### src/rtl/demux14_frame_rx.sv
// demux14_frame_rx
// Receive side of a 4:1 time-multiplexed lane link. Each cycle, one word tagged
// with a 2-bit lane select is steered into one of four registered lane holders.
// A 4-lane frame snapshot is published once every lane has been written.
//
// Ports:
//   i_CLK          system clock, rising edge
//   i_RST          synchronous active-high reset
//   i_DATA         incoming lane word (WIDTH bits)
//   i_SEL0/i_SEL1  lane select, lane = {i_SEL1,i_SEL0}: 0=A 1=B 2=C 3=D
//   i_VALID        word present this cycle
//   i_CLR_ERR      clears sticky o_DUP_ERR (a same-edge duplicate wins)
//   o_A..o_D       last word written to each lane
//   o_STB          one-hot strobe of the lane updated on the previous edge
//   o_FRAME        {D,C,B,A} snapshot of the last completed frame
//   o_FRAME_VALID  one-cycle pulse when o_FRAME is updated
//   o_DUP_ERR      sticky: a lane was rewritten before its frame completed
module demux14_frame_rx #(
    parameter int WIDTH = 1
) (
    input  logic               i_CLK,
    input  logic               i_RST,
    input  logic [WIDTH-1:0]   i_DATA,
    input  logic               i_SEL0,
    input  logic               i_SEL1,
    input  logic               i_VALID,
    input  logic               i_CLR_ERR,
    output logic [WIDTH-1:0]   o_A,
    output logic [WIDTH-1:0]   o_B,
    output logic [WIDTH-1:0]   o_C,
    output logic [WIDTH-1:0]   o_D,
    output logic [3:0]         o_STB,
    output logic [4*WIDTH-1:0] o_FRAME,
    output logic               o_FRAME_VALID,
    output logic               o_DUP_ERR
);

    logic [1:0]       lane_p0;
    logic [3:0]       lane_oh_p0;
    logic [3:0]       mask_p1;
    logic [3:0]       mask_merged_p0;
    logic             dup_p0;
    logic             complete_p0;
    logic [WIDTH-1:0] a_nxt_p0;
    logic [WIDTH-1:0] b_nxt_p0;
    logic [WIDTH-1:0] c_nxt_p0;
    logic [WIDTH-1:0] d_nxt_p0;

    // Stage p0: decode the incoming word against the written-mask
    always_comb begin
        lane_p0        = {i_SEL1, i_SEL0};
        lane_oh_p0     = 4'b0001 << lane_p0;
        mask_merged_p0 = mask_p1 | lane_oh_p0;
        dup_p0         = i_VALID && ((mask_p1 & lane_oh_p0) != 4'b0000);
        complete_p0    = i_VALID && (mask_merged_p0 == 4'b1111);
        // Frame snapshot must use the word arriving on the completing edge,
        // not the stale lane register.
        a_nxt_p0 = (i_VALID && lane_p0 == 2'd0) ? i_DATA : o_A;
        b_nxt_p0 = (i_VALID && lane_p0 == 2'd1) ? i_DATA : o_B;
        c_nxt_p0 = (i_VALID && lane_p0 == 2'd2) ? i_DATA : o_C;
        d_nxt_p0 = (i_VALID && lane_p0 == 2'd3) ? i_DATA : o_D;
    end

    // Stage p1: registered lanes, strobe, mask, frame and error flag
    always_ff @(posedge i_CLK) begin
        if (i_RST) begin
            o_A           <= '0;
            o_B           <= '0;
            o_C           <= '0;
            o_D           <= '0;
            o_STB         <= 4'b0000;
            o_FRAME       <= '0;
            o_FRAME_VALID <= 1'b0;
            o_DUP_ERR     <= 1'b0;
            mask_p1       <= 4'b0000;
        end else begin
            o_STB         <= i_VALID ? lane_oh_p0 : 4'b0000;
            o_FRAME_VALID <= complete_p0;
            if (i_VALID) begin
                o_A <= a_nxt_p0;
                o_B <= b_nxt_p0;
                o_C <= c_nxt_p0;
                o_D <= d_nxt_p0;
                // The completing word starts no new frame; a duplicate
                // leaves the mask as is since its bit is already set.
                if (complete_p0) begin
                    o_FRAME <= {d_nxt_p0, c_nxt_p0, b_nxt_p0, a_nxt_p0};
                    mask_p1 <= 4'b0000;
                end else begin
                    mask_p1 <= mask_merged_p0;
                end
            end
            if (dup_p0)
                o_DUP_ERR <= 1'b1;
            else if (i_CLR_ERR)
                o_DUP_ERR <= 1'b0;
        end
    end

endmodule

### config.mk
export PLATFORM = sky130hd
export DESIGN_NAME = demux14_frame_rx
export DESIGN_NICKNAME = d
export VERILOG_FILES = /design/src/rtl/demux14_frame_rx.sv
export SDC_FILE = /design/constraint.sdc
export NUM_CORES = 1
export LEC_CHECK = 0
export ABC_AREA = 1
export CAP_MARGIN = 20
export CORE_ASPECT_RATIO = 1.2
export CORE_MARGIN = 2
export CORE_UTILIZATION = 30
export CTS_CLUSTER_SIZE = 12
export DETAILED_ROUTE_END_ITERATION = 10
export HOLD_SLACK_MARGIN = 0.15
export REMOVE_ABC_BUFFERS = 1
export SLEW_MARGIN = 20
export SYNTH_ARGS = -nofsm -noshare
export SYNTH_HDL_FRONTEND = slang
export SYNTH_SLANG_ARGS = --single-unit
### constraint.sdc
create_clock -name i_CLK -period 1.25 [get_ports i_CLK]
set_input_delay 0.25 -clock i_CLK [delete_from_list [all_inputs] [get_ports i_CLK]]
set_output_delay 0.25 -clock i_CLK [all_outputs]
set_load 0.05 [all_outputs]
# == After elaboration in Yosys (flattened, before gate mapping) ==
# Cells that the tools add are included.
# classes
muxes,7
reduce_logical,11
bitwise,3
n_shift,1
eq_ne,4
# ops
operator,count
logical AND 1 bit,6
2-to-1 mux 1 bit,6
AND 4 bit,1
"equality test 2 bit, second input constant",2
"equality test 4 bit, second input constant",1
2-to-1 mux 4 bit,1
bitwise OR 4 bit,1
nonzero test 4 bit,1
"<< shifter 1 x 2 -> 4 bit, first input constant",1
"equality test 2 x 1 -> 1 bit, second input constant",1
logical NOT 2 bit,1
AND reduction 2 bit,1
nonzero test 2 bit,1
OR reduction 2 bit,1
NOT 1 bit,1
# word_totals
ff_bits,18
elab_cells,35

# == Depth between registers and ports, before layout ==
# Gate-level depths: netlist of run 1.
# logic_depth
ltp_word,5
depth_mapped,8

# == Worst setup path before layout of run 1 ==
# OpenSTA, ideal clock, no wires.
# synth_timing
path_kind,input -> register
startpoint,input port i_SEL0
endpoint,register o_FRAME[0]
cell_stages,7
arrival_ns,0.955
setup_slack_ns,0.178
n_path_buf,1
path_cell_list,buf_4 -> nor2_2 -> nor2_2 -> nor2_2 -> nand3_2 -> nand2_4 -> a21oi_2
# synth_between
elab_chain_len,5
word_cells_on_any_way,8
classes_between,1 x eq/ne; 1 x shift; 1 x mux; 1 x bitwise; 4 x reduce/logical
# synth_rtl
item,line_no,text
from (decl),24,"input logic i_SEL0,"
<< shifter 1 x 2 -> 4 bit,52,lane_oh_p0 = 4'b0001 << lane_p0;
bitwise OR 4 bit,53,mask_merged_p0 = mask_p1 | lane_oh_p0;
equality test 4 bit,55,complete_p0 = i_VALID && (mask_merged_p0 == 4'b1111);
logical AND 1 bit,55,
AND reduction 2 bit (no source line),n/a,
to (signal assigned),87,"o_FRAME <= {d_nxt_p0, c_nxt_p0, b_nxt_p0, a_nxt_p0};"
to (decl),33,"output logic [4*WIDTH-1:0] o_FRAME,"
# Parallel ways exist; a longest one is shown, timed or not.
# A chain may end at the register's enable or synchronous reset.

# == Final worst setup path of run 1 ==
# layout_timing
startpoint,register o_FRAME[0]
endpoint,output port o_FRAME[0]
# No word-level cell between the ends.

==> results of run 1 <==
tightest hold or removal path, cell delays in order, from the launching register on:
cell      delay [ns]
dfxtp_1         0.35
nand3b_1        0.09
nand2_1         0.05
registers in the layout, indices dropped and copies added, names as in the netlist:
name and cells:
mask_p1 4, o_A 1, o_B 1, o_C 1
o_D 1, o_DUP_ERR 1, o_FRAME 4, o_FRAME_VALID 1
o_STB 4
worst paths after layout:
kind                                   to  slack, ns
hold / removal     o_DUP_ERR$_SDFFE_PP0P_       0.52
setup / recovery               o_FRAME[0]       0.14
hold reg to reg    o_DUP_ERR$_SDFFE_PP0P_       0.52
setup reg to reg  o_FRAME[1]$_SDFFE_PP0P_       0.20
cell type report:
type | instances | area [µm²] | share of cell area (%)
Timing Repair Buffer | 30 | 413 | 32.8
Multi-Input combinational cell | 55 | 329 | 26.1
Tap cell | 33 | 41.3 | 3.28
Clock buffer | 4 | 36.3 | 2.88
Inverter | 21 | 78.8 | 6.26
Sequential cell | 18 | 360 | 28.6
per-layer routing:
layer	vias up	part of all wire [%]
li1	360	-
met1	318	43
met2	22	47
met3	7	5.8
met4	0	4.2
met5	-	0
stage by stage:
step / setup WS, ns / std cells / setup TNS, ns / hold WS, ns
finish: 0.139 / 161 / 0 / 0.519
global route: 0.0664 / 161 / 0 / 0.562
CTS: 0.119 / 161 / 0 / 0.517
detailed placement: -0.380 / 157 / -4.98 / 0.498
global placement: -0.353 / 157 / -4.75 / 0.499
floorplan: 0.202 / 94 / 0 / 0.322
placed cells by master (no fill, tap or decap):
cell type        instances
dfxtp_1                 18
inv_1                   16
buf_12                  14
nor2_1                  11
buf_4                   10
nand2_1                  9
a21oi_2                  7
nand3_1                  7
inv_2                    5
nand2_2                  4
clkdlybuf4s50_1          4
nor2_4                   3
clkbuf_4                 3
nor2_2                   2
nand3_2                  2
nand4_1                  2
o22ai_1                  2
dlygate4sd2_1            2
o211ai_1                 1
nand2_4                  1
o21ai_1                  1
o21ai_0                  1
nand3b_1                 1
a21oi_1                  1
clkbuf_8                 1
cell families (layout without fill, tap and decap cells):
group,after synthesis,after routing,share of synthesized area [%]
and+or+nand+nor,42,42,29.4
buffers and inverters,23,55,11.8
AOI/OAI and AO/OA,13,13,12.4
DFF,18,18,46.5
what timing repair did:
item | CTS | global route
gates resized for setup | 3 | 0
hold buffers | 0 | 0
setup endpoints to repair | 9 | 0
hold endpoints to repair | 0 | 0
power by group through the flow:
stage / Combinational [µW] / Sequential (µW) / Clock (µW)
after floorplan: 83.2 / 659 / 0
after global placement: 243 / 622 / 0
after detailed placement: 245 / 622 / 0
after CTS: 246 / 609 / 382
after global routing: 266 / 611 / 409
final: 245 / 609 / 360
==> results.sh, run 1 <==
export IMPL_drive_above_1_share_pct=40.6
export IMPL_yosys_area_top_type="dfxtp_1"
export IMPL_antenna_found_initial=0
export IMPL_hold_depth=2
export IMPL_htreeDepth=1
export IMPL_relSlewSlack_pct=79.5
export IMPL_drv_slew=0
export IMPL_cp_depth=1
export IMPL_ys_ff_latch=18
export IMPL_wl_mm=1.72
export IMPL_io_pins=21
export IMPL_reg2regPathDepth=7
export IMPL_diodes=0
export IMPL_pwr_share_comb_pct=20.2
export IMPL_cp_start_kind="flip-flop"
export IMPL_syn_area_per_cell_um2=8.08
export IMPL_cts_buffers=3
export IMPL_critPathMaxStageDelay_ns=0.41
export IMPL_fillers=250
export IMPL_slowest_stage="dfxtp_1"
export IMPL_dpl_hpwl_mm=1.31
export IMPL_pwr_share_clk_pct=29.7
export IMPL_switching_power_uw=335
export IMPL_worstMarginPinSlew_ns=0.308
export IMPL_worstHoldPathType="reg -> reg"
export IMPL_worstHoldStart="o_DUP_ERR$_SDFFE_PP0P_"
export IMPL_crit_buf_inv=1
export IMPL_drtPass1Iterations=4
export IMPL_track_usage_pct=14.0
export IMPL_path_class="reg -> out"
export IMPL_period_minus_slack_ns=1.11
export IMPL_intPower_uw=879
export IMPL_via_per_inst=4.39
export IMPL_gr_usage_met2_pct=22.6
export IMPL_drt_iter0_markers=6
export IMPL_cts_tree="yes"
export IMPL_fin_area_um2=1260
export IMPL_ys_flop_type="dfxtp_1"
export IMPL_avgRoutedWirePerCell_um=10.7
export IMPL_grt_busiest_layer="met2"
export IMPL_grt_pass1_vias=695
export IMPL_max_freq_mhz=900
export IMPL_ant_nets=0
export IMPL_critical_path_top_delay_family="flip-flops"
export IMPL_skew_ns=0.00348
export IMPL_ys_top_cells_by_count="dfxtp_1 (18), inv_1 (16), nor2_1 (11)"
export IMPL_yosysWarningCount=0
export IMPL_crit_start="o_FRAME[0]$_SDFFE_PP0P_"
export IMPL_port_buffers=20
export IMPL_num_nets_final=136
export IMPL_gp_congestion=0.898
export IMPL_p_leak_uw=0.000557
export IMPL_cts_setup_buffers=0
export IMPL_area_growth_pct=62.3
export IMPL_period_share_pct=88.9
export IMPL_power_uw=1210
export IMPL_power_frac_seq_pct=50.1
export IMPL_yosysMostFrequentCell="dfxtp_1"
export IMPL_r2r_start="mask_p1[3]$_SDFFE_PP0P_"
export IMPL_synthTopCellsByArea="dfxtp_1 (46%), a21oi_2 (7.9%), inv_1 (7.7%), nor2_1 (5.3%), nand3_1 (4.5%)"
export IMPL_clock_sinks=18
export IMPL_die_h_um=59.7
export IMPL_grt_max_degree=11
export IMPL_clockRootBuffer="clkbuf_4"
export IMPL_grt_setup_unrepaired="false"
export IMPL_fin_util_pct=50.3
export IMPL_synth_seq_area_share_pct=46.5
export IMPL_design_core_area_um2=2500
export IMPL_status="completed"
export IMPL_use_met3_pct=2.25
export IMPL_insertion_delay_ns=0.30
export IMPL_synth_edf_count=0
export IMPL_postSynthCellCount=96
export IMPL_ys_types=21
export IMPL_p_per_area_nw_per_um2=965
export IMPL_critical_path_arrival_ns=0.86
export IMPL_path_cells="buf_12"
export IMPL_die_x_um=50.4
export IMPL_switching_share_pct=27.6
export IMPL_start_util_pct=31.0
export IMPL_finalSetupViolCount=0
export IMPL_cp_required_ns=1.00
export IMPL_clk_pin_slew_worst_paths_ns=0.10
export IMPL_synth_top_area_share_pct=46.5
export IMPL_grtUsageMet1_pct=16.5
export IMPL_synthArstFlopShare_pct=0
export IMPL_synthesis_area_um2=776
export IMPL_maxCapViolCount=0
export IMPL_route_detailed_drc=0
export IMPL_hold_viol=0
export IMPL_ctsLongestPathBuffers=2
export IMPL_place_area_um2=1220
export IMPL_vias=707
export IMPL_crit_path_end_kind="output pin"
export IMPL_worstPathMaxFanout=2
export IMPL_dieArea_um2=3010
export IMPL_rows=20
export IMPL_peakVddDrop_v=0.000405
export IMPL_overflow=0
export IMPL_grt_first_pass_wirelength_mm=3.08
No activity file was read; power rests on OpenSTA's default activity.
==> inputs of run 2 (changes only) <==
Settings changed: CORE_MARGIN 2 to not set.
==> run 2 against run 1 <==
Compared with the run above: first-iteration DRC count is 67% higher; worst hold slack worse by 0.0012 ns; setup slack worse by 0.060 ns; via count is 2.3% lower; largest power group unchanged; largest cell class unchanged; clock skew is 0.0027 ns lower; maximum frequency is 5.2% lower; sequential cell count stayed put; critical path depth is 5 higher; sequential power hardly changed; core utilization is 3.2 points higher; non-clock buffer count is 2 higher.
==> results.sh, run 2 (synthesis results as in run 1) <==
export IMPL_vias=691
export IMPL_worstMarginPinSlew_ns=0.322
export IMPL_worstHoldStart="o_DUP_ERR$_SDFFE_PP0P_"
export IMPL_grt_setup_unrepaired="false"
export IMPL_htreeDepth=1
export IMPL_skew_ns=0.000745
export IMPL_slowest_stage="clkdlybuf4s50_1"
export IMPL_grt_max_degree=11
export IMPL_r2r_start="mask_p1[3]$_SDFFE_PP0P_"
export IMPL_grt_pass1_vias=658
export IMPL_ant_nets=0
export IMPL_design_core_area_um2=2380
export IMPL_clock_sinks=18
export IMPL_cts_resized=3
export IMPL_path_class="in -> reg"
export IMPL_p_per_area_nw_per_um2=954
export IMPL_reg_top3="mask_p1 x4, o_FRAME x4, o_STB x4"
export IMPL_track_usage_pct=14.1
export IMPL_r2r_setup_slack_ns=0.21
export IMPL_rows=19
export IMPL_wl_mm=1.65
export IMPL_drv_slew=0
export IMPL_dpl_hpwl_mm=1.29
export IMPL_critical_path_arrival_ns=1.36
export IMPL_diodes=0
export IMPL_worstPathMaxFanout=7
export IMPL_via_per_inst=4.29
export IMPL_antenna_found_initial=0
export IMPL_multi_input_area_um2=329
export IMPL_avgRoutedWirePerCell_um=10.2
export IMPL_gp_congestion=0.792
export IMPL_r2r_end="o_FRAME[0]$_SDFFE_PP0P_"
export IMPL_area_growth_pct=63.9
export IMPL_p_leak_uw=0.000567
export IMPL_stdcell_count=161
export IMPL_finalSetupViolCount=0
export IMPL_cp_required_ns=1.44
export IMPL_period_minus_slack_ns=1.17
export IMPL_cts_setup_buffers=0
export IMPL_die_h_um=57.7
export IMPL_hold_depth=2
export IMPL_clk_pin_slew_worst_paths_ns=0.10
export IMPL_fillers=236
export IMPL_insertion_delay_ns=0.29
export IMPL_cts_buffers=3
export IMPL_start_util_pct=32.6
export IMPL_pwr_share_comb_pct=20.5
export IMPL_area_sequential_um2=360
export IMPL_switching_power_uw=331
export IMPL_relSlewSlack_pct=78.5
export IMPL_peakVddDrop_v=0.000769
export IMPL_crit_top_cell="a21oi_2"
export IMPL_hold_viol=0
export IMPL_reg2regPathDepth=7
export IMPL_max_freq_mhz=854
export IMPL_port_buffers=20
export IMPL_holdPathEnd="o_DUP_ERR$_SDFFE_PP0P_"
export IMPL_overflow=0
export IMPL_place_inst=157
export IMPL_drt_iter0_markers=10
export IMPL_pwr_share_clk_pct=29.4
export IMPL_maxCapViolCount=0
export IMPL_cp_start_kind="input port"
export IMPL_ctsLongestPathBuffers=2
export IMPL_die_x_um=48.4
export IMPL_num_nets_final=138
export IMPL_final_cell_mix="dfxtp_1 (18), inv_1 (16), buf_12 (14)"
export IMPL_intPower_uw=882
export IMPL_crit_buf_inv=2
export IMPL_dieArea_um2=2790
export IMPL_clockRootBuffer="clkbuf_4"
export IMPL_switching_share_pct=27.3
export IMPL_critical_path_top_delay_family="buffers and inverters"
export IMPL_status="completed"
export IMPL_route_detailed_drc=0
export IMPL_drtPass1Iterations=4
export IMPL_period_share_pct=93.7
export IMPL_power_frac_seq_pct=50.2
export IMPL_path_cells="clkdlybuf4s50_1 -> inv_2 -> a21oi_2 -> nand3_2 -> nand2_4 -> a21oi_2"
export IMPL_worstHoldPathType="reg -> reg"
export IMPL_crit_path_end_kind="flip-flop"
export IMPL_grt_first_pass_wirelength_mm=2.95
export IMPL_io_pins=21
export IMPL_mostFrequentLayoutCell="dfxtp_1"
export IMPL_power_uw=1210
export IMPL_cts_tree="yes"
export IMPL_drive_above_1_share_pct=41.5
export IMPL_critPathMaxStageDelay_ns=0.56
export IMPL_hold_buffers=0
-- run 2: tightest hold or removal path, stage by stage, from the launching register on --
cell and delay (ns):
dfxtp_1 0.35, nand3b_1 0.09, nand2_1 0.05
-- run 2: per-stage QoR --
step | utilization [%] | setup WS (ns) | area [µm²] | hold WS (ns) | setup TNS, ns
final | 53.5 | 0.0785 | 1270 | 0.518 | 0
after detailed placement | 51.8 | -0.427 | 1230 | 0.501 | -5.58
after floorplan | - | 0.202 | 763 | 0.322 | 0
after global routing | 53.5 | 0.00222 | 1270 | 0.553 | 0
after CTS | 53.5 | 0.0635 | 1270 | 0.517 | 0
after global placement | 51.8 | -0.386 | 1230 | 0.492 | -5.16
-- run 2: worst max-delay path by stage --
stage | from | to | slack [ns] | depth (start not counted)
global route | i_VALID | o_FRAME[1]$_SDFFE_PP0P_ | 0.002 | 6
finish | i_VALID | o_FRAME[0]$_SDFFE_PP0P_ | 0.08 | 6
detailed placement | i_SEL0 | o_FRAME[0]$_SDFFE_PP0P_ | -0.43 | 8
CTS | i_VALID | o_FRAME[0]$_SDFFE_PP0P_ | 0.06 | 6
floorplan | o_B$_SDFFE_PP0P_ | o_FRAME[1]$_SDFFE_PP0P_ | 0.20 | 4
global placement | i_SEL0 | o_FRAME[1]$_SDFFE_PP0P_ | -0.39 | 8
-- run 2: layout make-up --
type                       instances  area share (%)
clock buffer                       4            2.85
inverter                          21            6.20
multi-input combinational         55            25.9
sequential                        18            28.3
tap                               31            3.05
timing repair buffer              32            33.7
-- run 2: power groups by stage --
stage               Sequential [µW]  Clock (µW)  Combinational [µW]
floorplan                       659           0                83.2
global placement                622           0                 247
detailed placement              622           0                 249
CTS                             609         369                 250
global route                    611         399                 267
finish                          608         356                 248
-- run 2: per-layer routing --
layer / track usage (%) / vias to the layer above / part of all wire [%]
met5: 0 / - / 0
met4: 7.56 / 0 / 1.6
met3: 3.15 / 4 / 2.7
met2: 23.9 / 14 / 49
met1: 16.7 / 305 / 46
li1: - / 368 / -
==> inputs of run 3 (changes only) <==
Settings changed: CORE_MARGIN set to 2.
==> results of run 3 <==
Final layout, timing and power as in run 1 (identical DEF).
